`src/rtl/plug_pkg.sv`:
```
// Shared types and helpers for the Enigma plugboard engine.
// Letter codes 0..25 are A..Z; anything wider passes through untouched.
package plug_pkg;

   localparam int ALPHA = 26;
   localparam int LET_W = 5;

   typedef logic [LET_W-1:0] let_t;

   typedef logic [ALPHA-1:0][LET_W-1:0] map_t;

   typedef struct packed {
      logic act;
      let_t a;
      let_t b;
   } plug_slot_t;

   typedef enum logic [1:0] {
      IDLE,
      CHECK,
      COMMIT
   } cfg_state_t;

   function automatic map_t identity_map();
      map_t m;
      for (int i = 0; i < ALPHA; i++) begin
         m[i] = LET_W'(i);
      end
      return m;
   endfunction

   function automatic let_t map_lookup(input map_t m, input let_t x);
      let_t r;
      if (int'(x) >= ALPHA) begin
         r = x;
      end else begin
         r = m[x];
      end
      return r;
   endfunction

endpackage

```
`src/rtl/plug_conflict_check.sv`:
```
// Validates a pending slot request against the currently active slots.
// Pure combinational; the slot being rewritten may reuse its own letters.
module plug_conflict_check
   import plug_pkg::*;
#(
   parameter int NUM_PAIRS = 10,
   parameter int IDX_W     = 4
)(
   input  plug_slot_t [NUM_PAIRS-1:0] i_slots,
   input  logic [IDX_W-1:0]           i_idx,
   input  logic                       i_en,
   input  let_t                       i_a,
   input  let_t                       i_b,
   output logic                       o_err
);

   logic w_used;
   logic w_bad_idx;
   logic w_bad_let;

   always_comb begin
      w_used = 1'b0;
      for (int i = 0; i < NUM_PAIRS; i++) begin
         if (i_slots[i].act && (IDX_W'(i) != i_idx)) begin
            if ((i_slots[i].a == i_a) || (i_slots[i].b == i_a) ||
                (i_slots[i].a == i_b) || (i_slots[i].b == i_b)) begin
               w_used = 1'b1;
            end
         end
      end
   end

   assign w_bad_idx = (int'(i_idx) >= NUM_PAIRS);
   assign w_bad_let = (int'(i_a) >= ALPHA) || (int'(i_b) >= ALPHA) ||
                      (i_a == i_b) || w_used;
   assign o_err     = w_bad_idx || (i_en && w_bad_let);

endmodule

```
`src/rtl/plug_board_engine.sv`:
```
// Runtime-programmable Enigma plugboard: handshaked slot config plus
// a one-cycle forward/inverse letter lookup pipeline.
module plug_board_engine
   import plug_pkg::*;
#(
   parameter int NUM_PAIRS = 10,
   parameter int IDX_W     = (NUM_PAIRS > 1) ? $clog2(NUM_PAIRS) : 1,
   parameter int CNT_W     = $clog2(NUM_PAIRS + 1)
)(
   input  logic             CLK,
   input  logic             RST,
   input  logic             cfg_valid,
   output logic             cfg_ready,
   input  logic [IDX_W-1:0] cfg_idx,
   input  logic             cfg_en,
   input  logic [LET_W-1:0] cfg_a,
   input  logic [LET_W-1:0] cfg_b,
   output logic             cfg_done,
   output logic             cfg_err,
   output logic [CNT_W-1:0] plug_cnt,
   input  logic             in_valid,
   output logic             in_ready,
   input  logic [LET_W-1:0] in_let,
   input  logic [LET_W-1:0] in_let_inv,
   output logic             out_valid,
   input  logic             out_ready,
   output logic [LET_W-1:0] out_let,
   output logic [LET_W-1:0] out_let_inv
);

   cfg_state_t                 r_state;
   map_t                       r_map;
   plug_slot_t [NUM_PAIRS-1:0] r_slots;
   logic [IDX_W-1:0]           r_idx;
   logic                       r_en;
   let_t                       r_a;
   let_t                       r_b;
   logic                       r_err;
   logic [CNT_W-1:0]           r_cnt;
   logic                       r_done;
   logic                       r_cfg_err;
   logic                       r_out_valid;
   let_t                       r_out_let;
   let_t                       r_out_let_inv;

   logic       w_cfg_acc;
   logic       w_in_acc;
   logic       w_err;
   plug_slot_t w_cur;

   assign cfg_ready = (r_state == IDLE);
   assign in_ready  = (r_state == IDLE) && (!r_out_valid || out_ready);
   assign w_cfg_acc = cfg_valid && cfg_ready;
   assign w_in_acc  = in_valid && in_ready;

   assign cfg_done    = r_done;
   assign cfg_err     = r_cfg_err;
   assign plug_cnt    = r_cnt;
   assign out_valid   = r_out_valid;
   assign out_let     = r_out_let;
   assign out_let_inv = r_out_let_inv;

   // Slot being rewritten; an out-of-range index reads as an idle slot.
   always_comb begin
      w_cur = '0;
      if (int'(r_idx) < NUM_PAIRS) begin
         w_cur = r_slots[r_idx];
      end
   end

   plug_conflict_check #(
      .NUM_PAIRS (NUM_PAIRS),
      .IDX_W     (IDX_W)
   ) u_check (
      .i_slots (r_slots),
      .i_idx   (r_idx),
      .i_en    (r_en),
      .i_a     (r_a),
      .i_b     (r_b),
      .o_err   (w_err)
   );

   always_ff @(posedge CLK or posedge RST) begin
      if (RST) begin
         r_state   <= IDLE;
         r_map     <= identity_map();
         r_slots   <= '0;
         r_idx     <= '0;
         r_en      <= 1'b0;
         r_a       <= '0;
         r_b       <= '0;
         r_err     <= 1'b0;
         r_cnt     <= '0;
         r_done    <= 1'b0;
         r_cfg_err <= 1'b0;
      end else begin
         r_done <= 1'b0;
         unique case (r_state)
            IDLE: begin
               if (w_cfg_acc) begin
                  r_idx   <= cfg_idx;
                  r_en    <= cfg_en;
                  r_a     <= cfg_a;
                  r_b     <= cfg_b;
                  r_state <= CHECK;
               end
            end
            CHECK: begin
               r_err   <= w_err;
               r_state <= COMMIT;
            end
            COMMIT: begin
               if (!r_err) begin
                  // Plug writes come last so they win over the restore.
                  if (w_cur.act) begin
                     r_map[w_cur.a] <= w_cur.a;
                     r_map[w_cur.b] <= w_cur.b;
                  end
                  if (r_en) begin
                     r_map[r_a]     <= r_b;
                     r_map[r_b]     <= r_a;
                     r_slots[r_idx] <= '{act: 1'b1, a: r_a, b: r_b};
                  end else begin
                     r_slots[r_idx].act <= 1'b0;
                  end
                  if (w_cur.act && !r_en) begin
                     r_cnt <= r_cnt - CNT_W'(1);
                  end else if (!w_cur.act && r_en) begin
                     r_cnt <= r_cnt + CNT_W'(1);
                  end
               end
               r_done    <= 1'b1;
               r_cfg_err <= r_err;
               r_state   <= IDLE;
            end
            default: begin
               r_state <= IDLE;
            end
         endcase
      end
   end

   always_ff @(posedge CLK or posedge RST) begin
      if (RST) begin
         r_out_valid   <= 1'b0;
         r_out_let     <= '0;
         r_out_let_inv <= '0;
      end else if (w_in_acc) begin
         r_out_valid   <= 1'b1;
         r_out_let     <= map_lookup(r_map, in_let);
         r_out_let_inv <= map_lookup(r_map, in_let_inv);
      end else if (out_ready) begin
         r_out_valid <= 1'b0;
      end
   end

endmodule

```
`config.mk`:
```
export PLATFORM = sky130hd
export DESIGN_NAME = plug_board_engine
export DESIGN_NICKNAME = d
export VERILOG_FILES = /design/src/rtl/plug_pkg.sv /design/src/rtl/plug_conflict_check.sv /design/src/rtl/plug_board_engine.sv
export SDC_FILE = /design/constraint.sdc
export NUM_CORES = 1
export LEC_CHECK = 0
export BUFFER_PORTS_ARGS = -buffer_cell sky130_fd_sc_hd__clkbuf_2
export CAP_MARGIN = 20
export CORE_ASPECT_RATIO = 1.2
export CORE_MARGIN = 2
export CORE_UTILIZATION = 69
export DETAILED_ROUTE_END_ITERATION = 8
export HOLD_SLACK_MARGIN = 0.08
export PLACE_DENSITY = 0.95
export SLEW_MARGIN = 25
export SYNTH_ARGS = -nofsm -noshare
export SYNTH_HDL_FRONTEND = slang
export SYNTH_HIERARCHICAL = 1
export SYNTH_SLANG_ARGS = --single-unit
```
`constraint.sdc`:
```
create_clock -name CLK -period 24.5 [get_ports CLK]
set_input_delay 2.45 -clock CLK [delete_from_list [all_inputs] [get_ports CLK]]
set_output_delay 2.45 -clock CLK [all_outputs]
set_load 0.005 [all_outputs]
```
==> key figures <==
STA
  – Tcrit/Tclk final: approximately a quarter
  – Max-slew violations: 0
  – RSZ-0062 raised after global routing: false
  – Final TNS setup: 0 ns
  – Slew HR: 15.9%
  – Minimum clock period: approximately 6.3 ns
  – Fin. Hold Viols: 0
  – Max Freq: around 160 MHz
  – # setup viols final: 0
  – Hold slack: between 0.4 and 0.5 ns
  – Worst slew pin tran: around 1.3 ns
  – Setup Skew: 0.0131 ns

Pwr
  – Power Density: 87.6 nW/um^2
  – Worst VDD drop: between 0.1 and 0.15 mV
  – Total Power: 1.94 mW
  – LEAKAGE: around 8.5 nW

Floorplan
  – Die Area: about 32000 sq um
  – Initial core utilization: between 60% and 70%
  – Chip Height: about 200 um
  – IO Pins: 49
  – Core area: between 30000 and 40000 sq um
  – Chip width: 164 um
  – Num rows: 70

Logic synthesis
  – Post-Synthesis Cells: approximately 2400
  – Share of the synthesized area in the top cell type: around 26%
  – Mean Syn Cell Area: around 8.9 sq um
  – EDFF count, synth: 0
  – Ys async rst share: 100%
  – Seq cells post-synth: 275
  – Area contributors post-synth: dfrtp_1 26%, mux4_2 7.1%, dfstp_2 7.1%, nand2_1 6.4%, mux2_2 6.1%
  – Top_reg_cell synth: dfrtp_1
  – Sequential element share of the synthesized area: 32.9%
  – YS warnings: 6
  – Mapped cell area: between 20000 and 25000 sq um
  – Syn Nets: ~2400
  – Synth unique cells: 82
  – Cell taking the most area after synthesis: dfrtp_1

Place
  – Routability cong.: 1.03
  – Post-DP HPWL: between 40000 and 50000 um
  – Total placed instance area: between 20000 and 25000 sq um
  – Number of port buffers: 48

Clocking
  – Inserted Clock Buffers: 30
  – Clk_lat worst skew: 0.59 ns
  – Post_cts resized: 0
  – Longest Clk Path Bufs: 3
  – Root buffer cell: clkbuf_16
  – Clock-pin slew of the registers on the worst-case setup and hold paths: approximately 0.060 ns
  – CTS Hold Bufs: 0
  – CTS sink count: 275
  – Postcts setup bufs: 0
  – CTS tree: done
  – H-tree depth: 1

Global route
  – Overflow after GRT: 0
  – Largest net degree at the start of global routing: 141
  – Vias in the first global route: between 20000 and 25000
  – Initial antenna violation count: 0
  – Overall routing resource usage: between 40% and 50%
  – First-pass GRT wire length: about 120000 um

Detailed routing
  – Overall via count from detail_route: around 21000
  – Post-route ant nets: 0
  – Vias/cell: roughly 7.8
  – DR iter-0 viols: between 3000 and 4000
  – Routed Wire Length: around 74000 um
  – DR pass1 iterations: 9
  – DRC Markers: 1
  – WL/cell: roughly 28 um

Hold path
  – HP Class: reg -> reg

Outcome
  – Result of the run: complete, but fails checks
  – Failing checks: design-rule violations

Worst setup path
  – Worst Setup Start Kind: input pin
  – Worst Path Required: 22.05 ns
  – CP Class: in -> out
  – Worst EP arrival: ~3.8 ns
  – CP Max Fanout: 2
  – Endpoint class of the critical path: primary output

Finish
  – Area occupied by registers: about 7000 sq um
  – Fill cell count: a little over 2000
  – Design Area, Final: 22200 sq um
  – Layout area overhead: 4.91%
  – Area of the multi-input gates: around 13000 sq um
  – Ant. Diodes: 0
  – Layout cells sized above 1: a little under a fifth
  – # nets final: 2299
  – Final core utilization: about three quarters

Job
  – Max-cap viol count: 0
-- registers in the layout, summed over array words and instances (netlist names), 2 cells and up --
register     flops
plug_cnt         4
r_idx            4
r_map          130
r_a              5
r_slots        110
out_let          5
out_let_inv      5
r_state          2
r_b              5
-- Yosys cell counts, drive strengths merged (9+ instances only) --
cell,n
a31oi,19
a22oi,87
mux4,71
a221oi,14
nand2,360
dfrtp,218
o31a,44
and2,14
a31o,9
xor2,112
nor2,133
o211ai,26
inv,10
xnor2,97
nor2b,19
dfstp,57
o32ai,9
clkbuf,145
nand2b,21
o22ai,126
nand3,50
mux2,116
o21ai,125
a21oi,219
mux2i,43
nor3,46
buf,67
-- worst max-delay path: stages --
cell and delay (ns):
clkbuf_2 0.09, nor2b_1 0.05, nor3_1 0.95, clkbuf_2 0.27
-- report_power, final --
group          total, mW  switching, mW  internal [mW]  leakage (nW)
sequential         0.690          0.166          0.524          3.15
clock              0.494          0.201          0.293         0.520
combinational      0.759          0.477          0.281          4.86
-- final cells by class --
cell class / count / share of cell area, %
Multi-Input combinational cell: 1874 / 59.3
Sequential cell: 275 / 31.5
Clock buffer: 44 / 4.03
Tap cell: 396 / 2.23
Timing Repair Buffer: 74 / 2.02
Clock inverter: 11 / 0.728
Inverter: 10 / 0.226
-- routing by layer --
layer	track usage, %	vias to the layer above	part of all wire, %	wire [um]
li1	-	8499	-	-
met1	52.3	9722	31	23100
met2	69.9	1940	43	32100
met3	18.0	715	14	10600
met4	37.8	0	12	8600
met5	0	-	0	0
-- cell usage in the layout, fill, tap and decap left out, drive strengths merged, types with 19 or more instances in the layout --
cell    instances
nor2          133
mux4           71
dfstp          57
xnor2          97
mux2i          43
mux2          116
nand3          50
dfrtp         218
a22oi          87
nand2b         21
nor3           46
xor2          112
clkbuf         92
o31a           44
a31oi          19
o21ai         125
o211ai         26
nand2         360
o22ai         126
nor2b          19
a21oi         219
buf            26
-- cell families (layout without fill, tap and decap cells) --
logic type,count (synthesis),in the layout,share of synthesized area (%)
adders and majority gates,4,4,0.272
and+or+nand+nor,690,690,14.4
buffers and inverters,222,139,5.15
xor gates and xnor gates,209,209,8.73
DFF,275,275,32.9
AOI/OAI and AO/OA,741,741,22.7
muxes,230,230,15.8
-- stage by stage --
step           std cells  setup slack, ns
6_report            2684            18.24
5_1_grt             2684            18.33
4_1_cts             2684            18.48
3_5_place_dp        2629            18.51
3_3_place_gp        2629            18.55
2_1_floorplan       2371            14.56
-- path summary, 6_finish.rpt --
check / endpoint / start / depth (start not counted) / slack, ns
max in group asynchronous: r_map[113] / RST / 3 / 21.33
setup / recovery: in_ready / out_ready / 4 / 18.24
min in group asynchronous: plug_cnt[2] / RST / 2 / 1.95
hold / removal: plug_cnt[3] / plug_cnt[3] / 1 / 0.48
hold reg to reg: plug_cnt[3] / plug_cnt[3] / 1 / 0.48
setup reg to reg: plug_cnt[3] / r_idx[0] / 12 / 20.44
Note: power is estimated with default switching activity, not from simulation.
